[config.mk]
export PLATFORM = sky130hd
export DESIGN_NAME = scene_sequencer
export DESIGN_NICKNAME = d
export VERILOG_FILES = /design/src/rtl/scene_pkg.sv /design/src/rtl/scene_sequencer_edge_detect.sv /design/src/rtl/scene_sequencer.sv
export SDC_FILE = /design/constraint.sdc
export NUM_CORES = 1
export LEC_CHECK = 0
export CAP_MARGIN = 20
export CORE_UTILIZATION = 30
export CTS_CLUSTER_SIZE = 30
export DETAILED_ROUTE_END_ITERATION = 10
export HOLD_SLACK_MARGIN = 0.08
export SYNTH_ARGS = -nofsm -noshare
export SYNTH_HDL_FRONTEND = slang
export SYNTH_SLANG_ARGS = --single-unit
[constraint.sdc]
create_clock -name CLK100MHZ -period 3.45 [get_ports CLK100MHZ]
set_input_delay 0.5175 -clock CLK100MHZ [delete_from_list [all_inputs] [get_ports CLK100MHZ]]
set_output_delay 0.5175 -clock CLK100MHZ [all_outputs]
set_load 0.05 [all_outputs]
[src/rtl/scene_pkg.sv]
// Shared types and helpers for the frame-rate scene sequencer.
// Holds the phase encoding, the offset type and the lane-to-offset mapping.
package scene_pkg;

   typedef enum logic [1:0] {
      CDOWN = 2'd0,
      LOGO  = 2'd1,
      HEAD  = 2'd2,
      RUN   = 2'd3
   } phase_t;

   typedef logic signed [11:0] offset_t;

   // Signed horizontal offset of a lane relative to the centre lane.
   function automatic int lane_to_offset(input int lane, input int lanes, input int pitch);
      return (lane - (lanes - 1) / 2) * pitch;
   endfunction

endpackage

[src/rtl/scene_sequencer_edge_detect.sv]
// One-bit registered rising-edge detector; the pulse is registered, so it
// appears one cycle after the first sample in which the input is seen high.
module edge_detect (
   input  logic clk,
   input  logic rst_n,
   input  logic i_clr,
   input  logic i_d,
   output logic o_pulse
);

   logic r_q;
   logic r_pulse;

   // NOTE: sequential state uses non-blocking assignments so every register
   // samples the pre-edge value of its neighbours.
   always_ff @(posedge clk or negedge rst_n) begin
      if (!rst_n) begin
         r_q     <= 1'b0;
         r_pulse <= 1'b0;
      end else if (i_clr) begin
         r_q     <= 1'b0;
         r_pulse <= 1'b0;
      end else begin
         r_q     <= i_d;
         r_pulse <= i_d & ~r_q;
      end
   end

   assign o_pulse = r_pulse;

endmodule

[src/rtl/scene_sequencer.sv]
// Frame-rate scene controller: countdown, logo slide, head slide, then a
// running coin track, plus edge-triggered lane steering from the L/R buttons.
module scene_sequencer
   import scene_pkg::*;
#(
   parameter  int W           = 12,
   parameter  int NUM_COINS   = 3,
   parameter  int LANES       = 3,
   parameter  int LANE_PITCH  = 100,
   parameter  int COUNTDOWN   = 5,
   parameter  int LOGO_STEP   = 30,
   parameter  int LOGO_END    = 640,
   parameter  int HEAD_START  = 180,
   parameter  int HEAD_STEP   = 17,
   parameter  int HEAD_END    = 50,
   parameter  int COIN_START  = -50,
   parameter  int COIN_WRAP   = 60,
   parameter  int COIN_BASE_X = 280,
   parameter  int COIN_SPREAD = 80,
   parameter  int COIN_BASE_Y = 40,
   parameter  int COIN_VSCALE = 6,
   localparam int LANE_W      = (LANES > 1) ? $clog2(LANES) : 1
) (
   input  logic                   CLK100MHZ,
   input  logic                   CPU_RESETN,
   input  logic                   vsync,
   input  logic                   restart,
   input  logic                   pause,
   input  logic                   btn_left,
   input  logic                   btn_right,
   output logic                   frame_tick,
   output logic [1:0]             phase,
   output logic [LANE_W-1:0]      lane,
   output logic [W-1:0]           logo_voffset,
   output logic [W-1:0]           head_hoffset,
   output logic [W-1:0]           head_voffset,
   output logic [NUM_COINS*W-1:0] coin_hoffset,
   output logic [W-1:0]           coin_voffset,
   output logic                   coin_wrap
);

   localparam int CNT_W  = $clog2(COUNTDOWN + 1);
   localparam int CENTRE = (LANES - 1) / 2;

   localparam logic [CNT_W-1:0]    C_CNT_INIT   = CNT_W'(COUNTDOWN);
   localparam logic [LANE_W-1:0]   C_LANE_INIT  = LANE_W'(CENTRE);
   localparam logic [LANE_W-1:0]   C_LANE_MAX   = LANE_W'(LANES - 1);
   localparam logic signed [W-1:0] C_HEAD_START = W'(HEAD_START);
   localparam logic signed [W-1:0] C_COIN_START = W'(COIN_START);

   phase_t                r_phase,     w_phase_nxt;
   logic [CNT_W-1:0]      r_cnt,       w_cnt_nxt;
   logic signed [W-1:0]   r_logo,      w_logo_nxt;
   logic signed [W-1:0]   r_head_v,    w_head_v_nxt;
   logic signed [W-1:0]   r_coinpos,   w_coinpos_nxt;
   logic [LANE_W-1:0]     r_lane,      w_lane_nxt;
   logic                  r_coin_wrap, w_coin_wrap_nxt;

   logic w_frame_tick;
   logic w_left_edge;
   logic w_right_edge;
   int   w_logo_sum;
   int   w_head_diff;

   // Restart also clears the vsync history so a restart never leaves a
   // half-seen edge behind.
   edge_detect u_vsync_edge (
      .clk     (CLK100MHZ),
      .rst_n   (CPU_RESETN),
      .i_clr   (restart),
      .i_d     (vsync),
      .o_pulse (w_frame_tick)
   );

   edge_detect u_left_edge (
      .clk     (CLK100MHZ),
      .rst_n   (CPU_RESETN),
      .i_clr   (1'b0),
      .i_d     (btn_left),
      .o_pulse (w_left_edge)
   );

   edge_detect u_right_edge (
      .clk     (CLK100MHZ),
      .rst_n   (CPU_RESETN),
      .i_clr   (1'b0),
      .i_d     (btn_right),
      .o_pulse (w_right_edge)
   );

   always_ff @(posedge CLK100MHZ or negedge CPU_RESETN) begin
      if (!CPU_RESETN) begin
         r_phase     <= CDOWN;
         r_cnt       <= C_CNT_INIT;
         r_logo      <= '0;
         r_head_v    <= C_HEAD_START;
         r_coinpos   <= C_COIN_START;
         r_lane      <= C_LANE_INIT;
         r_coin_wrap <= 1'b0;
      end else begin
         r_phase     <= w_phase_nxt;
         r_cnt       <= w_cnt_nxt;
         r_logo      <= w_logo_nxt;
         r_head_v    <= w_head_v_nxt;
         r_coinpos   <= w_coinpos_nxt;
         r_lane      <= w_lane_nxt;
         r_coin_wrap <= w_coin_wrap_nxt;
      end
   end

   // NOTE: every signal written here gets a default first, so no path can
   // leave it unassigned and infer a latch.
   always_comb begin
      w_phase_nxt     = r_phase;
      w_cnt_nxt       = r_cnt;
      w_logo_nxt      = r_logo;
      w_head_v_nxt    = r_head_v;
      w_coinpos_nxt   = r_coinpos;
      w_lane_nxt      = r_lane;
      w_coin_wrap_nxt = 1'b0;
      w_logo_sum      = int'(r_logo) + LOGO_STEP;
      w_head_diff     = int'(r_head_v) - HEAD_STEP;

      if (restart) begin
         w_phase_nxt   = CDOWN;
         w_cnt_nxt     = C_CNT_INIT;
         w_logo_nxt    = '0;
         w_head_v_nxt  = C_HEAD_START;
         w_coinpos_nxt = C_COIN_START;
         w_lane_nxt    = C_LANE_INIT;
      end else begin
         if (w_frame_tick && !pause) begin
            unique case (r_phase)
               CDOWN: begin
                  if (r_cnt == CNT_W'(1)) w_phase_nxt = LOGO;
                  else                    w_cnt_nxt   = r_cnt - CNT_W'(1);
               end
               LOGO: begin
                  if (w_logo_sum >= LOGO_END) begin
                     w_logo_nxt  = W'(LOGO_END);
                     w_phase_nxt = HEAD;
                  end else begin
                     w_logo_nxt  = W'(w_logo_sum);
                  end
               end
               HEAD: begin
                  if (w_head_diff <= HEAD_END) begin
                     w_head_v_nxt = W'(HEAD_END);
                     w_phase_nxt  = RUN;
                  end else begin
                     w_head_v_nxt = W'(w_head_diff);
                  end
               end
               RUN: begin
                  if (r_coinpos[W-1]) begin
                     w_coinpos_nxt = '0;
                  end else if (r_coinpos == W'(COIN_WRAP - 1)) begin
                     w_coinpos_nxt   = '0;
                     w_coin_wrap_nxt = 1'b1;
                  end else begin
                     w_coinpos_nxt = r_coinpos + W'(1);
                  end
               end
            endcase
         end

         // Simultaneous left and right edges cancel out.
         if ((r_phase == HEAD || r_phase == RUN) && (w_left_edge ^ w_right_edge)) begin
            if (w_left_edge) begin
               if (r_lane != '0) w_lane_nxt = r_lane - LANE_W'(1);
            end else if (r_lane != C_LANE_MAX) begin
               w_lane_nxt = r_lane + LANE_W'(1);
            end
         end
      end
   end

   assign frame_tick   = w_frame_tick;
   assign phase        = r_phase;
   assign lane         = r_lane;
   assign logo_voffset = r_logo;
   assign head_voffset = r_head_v;
   assign head_hoffset = W'(lane_to_offset(int'(r_lane), LANES, LANE_PITCH));
   assign coin_voffset = W'(COIN_BASE_Y + COIN_VSCALE * int'(r_coinpos));
   assign coin_wrap    = r_coin_wrap;

   for (genvar gi = 0; gi < NUM_COINS; gi++) begin : g_coin
      assign coin_hoffset[gi*W +: W] =
         W'(COIN_BASE_X + (gi - (NUM_COINS - 1) / 2) * (COIN_SPREAD + int'(r_coinpos)));
   end

endmodule

; ---- Word-level counts from Yosys, hierarchy flattened
; Cells that the tools add are included.
[totals]
in_bits = 7
output_inout_bits = 90
word_cells = 102
register_bits = 50
[classes]
mux = 35
n_bitwise = 7
addsub = 12
reduce_logical = 20
mul = 2
n_lt_le_gt_ge = 2
n_eq_ne = 11
[ops]
columns = cell, count
row1 = 12-bit two-way mux, 13
row2 = "10-bit by 12-bit adder with 12-bit output, first input constant", 2
row3 = 2-bit two-way mux, 10
row4 = 2-bit nonzero test, 7
row5 = "12-bit by 6-bit adder with 13-bit output, second input constant", 1
row6 = "13-bit by 11-bit greater-or-equal comparator with 1-bit output, second input constant", 1
row7 = "13-bit by 7-bit <= comparator with 1-bit output, second input constant", 1
row8 = "12-bit by 6-bit subtractor with 13-bit output, second input constant", 1
row9 = "12-bit by 2-bit adder with 12-bit output, second input constant", 1
row10 = "7-bit by 12-bit adder with 12-bit output, first input constant", 1
row11 = "8-bit by 12-bit adder with 12-bit output, first input constant", 1
row12 = "12-bit by 7-bit equality test with 1-bit output, second input constant", 1
row13 = "3-bit by 12-bit multiplier with 11-bit output, first input constant", 1
row14 = 3-bit two-way mux, 4
row15 = "3-bit inequality test, second input constant", 4
row16 = 12-bit negation, 1
row17 = "3-bit by 6-bit multiplier with 9-bit output, second input constant", 1
row18 = 1-bit two-way mux, 7
row19 = 2-bit one-hot mux with 3 select lines, 1
row20 = 2-bit AND reduction, 3
row21 = 3-bit AND reduction, 2
row22 = 5-bit AND reduction, 1
row23 = "2-bit equality test, second input constant", 2
row24 = "2-bit inequality test, second input constant", 2
row25 = other kinds (15), 20

; ---- Longest topological paths before layout
[depth]
word_depth = 6
depth_mapped = 12
mapped_depth_nobuf = 12

; ---- Modules after synthesis
; From an unflattened synthesis, not the netlist that was laid out.
[hier_totals]
cells_unflattened = 498
area_unflattened_um2 = 4280.4
[modules_own_cells]
columns = module, area_per_inst_um2, instances, cells_each, seq_area_each_um2
row1 = scene_sequencer, 4073.9, 1, 486, 1096.1
row2 = edge_detect, 68.8, 3, 4, 50.0

; ---- Worst setup path before layout
; OpenSTA, ideal clock, no wires.
[synth_timing]
kind = register to output
start = reg r_coinpos[3]
end = out coin_voffset[11]
stages_incl_launch_ff = 12
arrival_ps = 3767
t_required_ps = 2932
slack_ps = -834
cell_sequence = dfstp_2 -> inv_1 -> ha_1 -> inv_1 -> ha_1 -> nor2b_1 -> o21a_1 -> o21ai_0 -> nand3_1 -> nor3_1 -> nand3_1 -> xnor2_1
[synth_via]
elab_chain_len = 2
[synth_rtl]
columns = item, line_no
row1 = start: declaration, scene_sequencer.sv:55  ; logic signed [W-1:0] r_coinpos, w_coinpos_nxt;
row2 = start signal: assignment, scene_sequencer.sv:105  ; r_coinpos <= w_coinpos_nxt;
row3 = 3-bit by 12-bit multiplier with 11-bit output, scene_sequencer.sv:184  ; assign coin_voffset = W'(COIN_BASE_Y + COIN_VSCALE * int'(r_coinpos));
row4 = 7-bit by 12-bit adder with 12-bit output, scene_sequencer.sv:184
row5 = end: declaration, scene_sequencer.sv:38  ; output logic [W-1:0] coin_voffset,
; Every way passes these cells.

; ---- Worst setup path in the final report
[layout_timing]
start = reg r_coinpos[3]
end = out coin_voffset[10]
; The elaborated chain is that of the path after synthesis.

==> out/results.tsv <==
metric	value	unit
dp_hpwl	8.330	mm
worst_pin_slew	0.7494	ns
num_rows	43	
path_clk_slew	0.07	ns
via_per_inst	4.962	
dieHeight	122.8	um
p_leak	0.002523	uW
seq_area	1247	um^2
cp.required	2.93	ns
drv_slew	0	
syn_inst	513	
drc	0	
pin_count	97	
grt-ovfl-total	0	
hold_slack	0.2223	ns
synth_top_cell_area_share	0.1888	
start_util	0.3115	
wl_per_cell	14.75	um
layoutNonFillerInstCount	782	
grt_pass1_vias	3721	
ys_warn_count	0	
setup_slack	-0.1605	ns
r2r-end	phase[0]$_DFFE_PN0P_	
ys_seq_elements	49	
antenna_cells	0	
drtIter0Drc	260	
finalHoldViolCount	0	
start_kind	register	
port_buffers	80	
worstPathMaxFanout	4	
numCtsBuffers	5	
drt_pass1_iterations	4	
ctsRootBufferMaster	clkbuf_16	
grt_max_degree	46	
worstHoldPathType	input port to async pin	
fmax	277.0	MHz
postSynthAreaPerCell	8.527	um^2
status	complete, but fails checks	
grt_usage	0.1573	
core	14040	um^2
r2r-start	head_voffset[0]$_DFFE_PN0P_	
peakVddDrop	0.1761	mV
synthesis.area	4374	um^2
synth-seq-area-share	0.2849	
gp_congestion	0.8747	
end_kind	output port	
crit_type	register to output port	
drive_gt1_frac	0.2143	
grt_pass1_wl	18.87	mm
yosys.area.top_type	dfrtp_1	
nFillCells	1351	
ant_nets	0	
cts_tree	yes	
synthArstFlopShare	1.000	
synth_cell_types	72	
multiInputGateArea	3027	um^2
synth_area_leaders	dfrtp_1 (19%), ha_1 (13%), dfstp_2 (9.6%)	
drv_cap	0	
insertion_delay	0.29	ns
power_density	196.1	nW/um^2
fin_crit	3.610	ns
cts_buffer_depth	2	
htreeDepth	2	
vias	3880	
cp_data_arrival_time	3.09	ns
slew_headroom	0.4998	
rr_worst_depth	9	
fin_nets	656	
clock_sinks	49	
synth-edff-count	0	
setup_viol	3	
setup_tns	-0.3912	ns
finClkSkew	0.006744	ns
antenna_found_initial	0	
syn2layout_area_growth	36.50	%
rsz0062_at_grt	yes	
die_w	122.8	um
die_area	15070	um^2
ff2ff_setup_slack	0.53	ns
routed_wl	11.53	mm
violations	setup timing	
yosys_most_used_dff	dfrtp_1	
fin_crit_sh	1.047	
dp_cells	755	
[worst max path at each step]
stage                     depth (start not counted)  slack (ns)          endpoint                startpoint
after global routing                             12       -0.27  coin_voffset[11]  r_coinpos[3]$_DFFE_PN1P_
final                                            13       -0.16  coin_voffset[10]  r_coinpos[3]$_DFFE_PN1P_
after CTS                                        12       -0.13  coin_voffset[11]  r_coinpos[2]$_DFFE_PN1P_
after detailed placement                         10        0.01  coin_voffset[11]  r_coinpos[4]$_DFFE_PN0P_
after global placement                           13        0.11  coin_voffset[10]  r_coinpos[1]$_DFFE_PN1P_
after floorplan                                  11       -0.32  coin_voffset[10]  r_coinpos[3]$_DFFE_PN1P_
[flip-flops by register name, indices dropped and copies added, names as in the netlist]
name and flops:
u_left_edge.o_pulse 1, logo_voffset 11, phase 2, u_left_edge.r_q 1
u_right_edge.r_q 1, r_cnt 3, u_right_edge.o_pulse 1, coin_wrap 1
head_voffset 12, u_vsync_edge.r_q 1, r_coinpos 12, u_vsync_edge.o_pulse 1
lane 2
[synthesized netlist by cell type, types with 4 or more instances]
| master | n |
|---|---|
| and3_1 | 5 |
| nor3_1 | 8 |
| dfstp_2 | 16 |
| nor2b_1 | 8 |
| xor2_1 | 9 |
| o32ai_1 | 5 |
| dfrtp_1 | 33 |
| ha_1 | 47 |
| nor4_1 | 4 |
| nor2_1 | 33 |
| a31oi_1 | 5 |
| nand3_1 | 17 |
| xnor2_1 | 32 |
| nand2_1 | 40 |
| o211ai_1 | 5 |
| buf_4 | 29 |
| o21ai_0 | 26 |
| inv_1 | 45 |
| or3_1 | 6 |
| clkbuf_1 | 13 |
| a21oi_1 | 41 |
| nand4_1 | 4 |
[cell type report]
| cell class | count | share of cell area |
|---|---|---|
| inverter | 45 | 0.02997 |
| sequential | 49 | 0.2089 |
| timing repair buffer | 111 | 0.1932 |
| clock inverter | 2 | 0.001676 |
| multi-input combinational | 389 | 0.5069 |
| tap | 180 | 0.03772 |
| clock buffer | 6 | 0.02158 |
[where the power goes]
group | total, uW | internal, uW | switching (uW)
registers | 587 | 582 | 5.36
logic | 98.0 | 20.8 | 77.2
clock network | 485 | 267 | 218
[layout by cell type, fill, tap and decap left out, types with 6 or more instances in the layout]
cell type,netlist,routed
buf_4,29,33
dfstp_2,16,16
inv_1,45,40
nor2b_1,8,8
conb_1,2,16
nor2_1,33,32
xor2_1,9,7
or3_1,6,6
nor3_1,8,7
dfrtp_1,33,32
buf_12,0,11
clkdlybuf4s50_1,0,61
ha_1,47,38
nand3_1,17,15
ha_4,0,7
a21oi_1,41,37
o21ai_0,26,24
nand2_1,40,40
xnor2_1,32,24
[logic make-up after synthesis]
group           Yosys count  share of synthesized area
simple gates            154                     0.1831
flops                    49                     0.2849
other cells               2                   0.001717
buf+inv                  89                     0.1033
mux                       2                   0.004863
xor+xnor                 41                    0.08210
compound gates          128                     0.2011
fa+ha+maj                48                     0.1390
[per-layer routing]
metal	share of wire	wire (um)	GRT usage
met4	0.0090	104	0.03277
met3	0.047	540	0.02974
met1	0.46	5310	0.2105
met5	0	0	0
met2	0.48	5575	0.2619
[critical path, stage by stage, from the launching register on]
cell	delay, ns
dfstp_2	0.57
clkinvlp_4	0.11
ha_4	0.28
clkinvlp_4	0.10
ha_4	0.22
nor2b_1	0.13
o21a_1	0.21
o21ai_4	0.21
a21oi_2	0.09
buf_4	0.15
a21oi_4	0.14
nand3b_1	0.20
xnor2_4	0.23
buf_12	0.15
[stage by stage]
| stage | total power (uW) | cell area (um^2) | util | setup WS, ns |
|---|---|---|---|---|
| 2_1_floorplan | 675.3 | 4577 | - | -0.3221 |
| 3_3_place_gp | 692.3 | 5500 | 0.3917 | 0.1090 |
| 3_5_place_dp | 693.2 | 5500 | 0.3917 | 0.01196 |
| 4_1_cts | 1191 | 5812 | 0.4139 | -0.1250 |
| 5_1_grt | 1222 | 5971 | 0.4252 | -0.2687 |
| 6_report | 1171 | 5971 | 0.4252 | -0.1605 |
[what timing repair did]
item / 4_1_cts / 5_1_grt
hold buffers: 0 / 0
resized for setup: 17 / 18
hold endpoints to repair: 0 / 0
gates cloned: 0 / 0
pin swaps: 18 / 14
endpoints found under the setup margin: 6 / 9
setup buffers: 12 / 6
(Power assumes the default switching activity.)
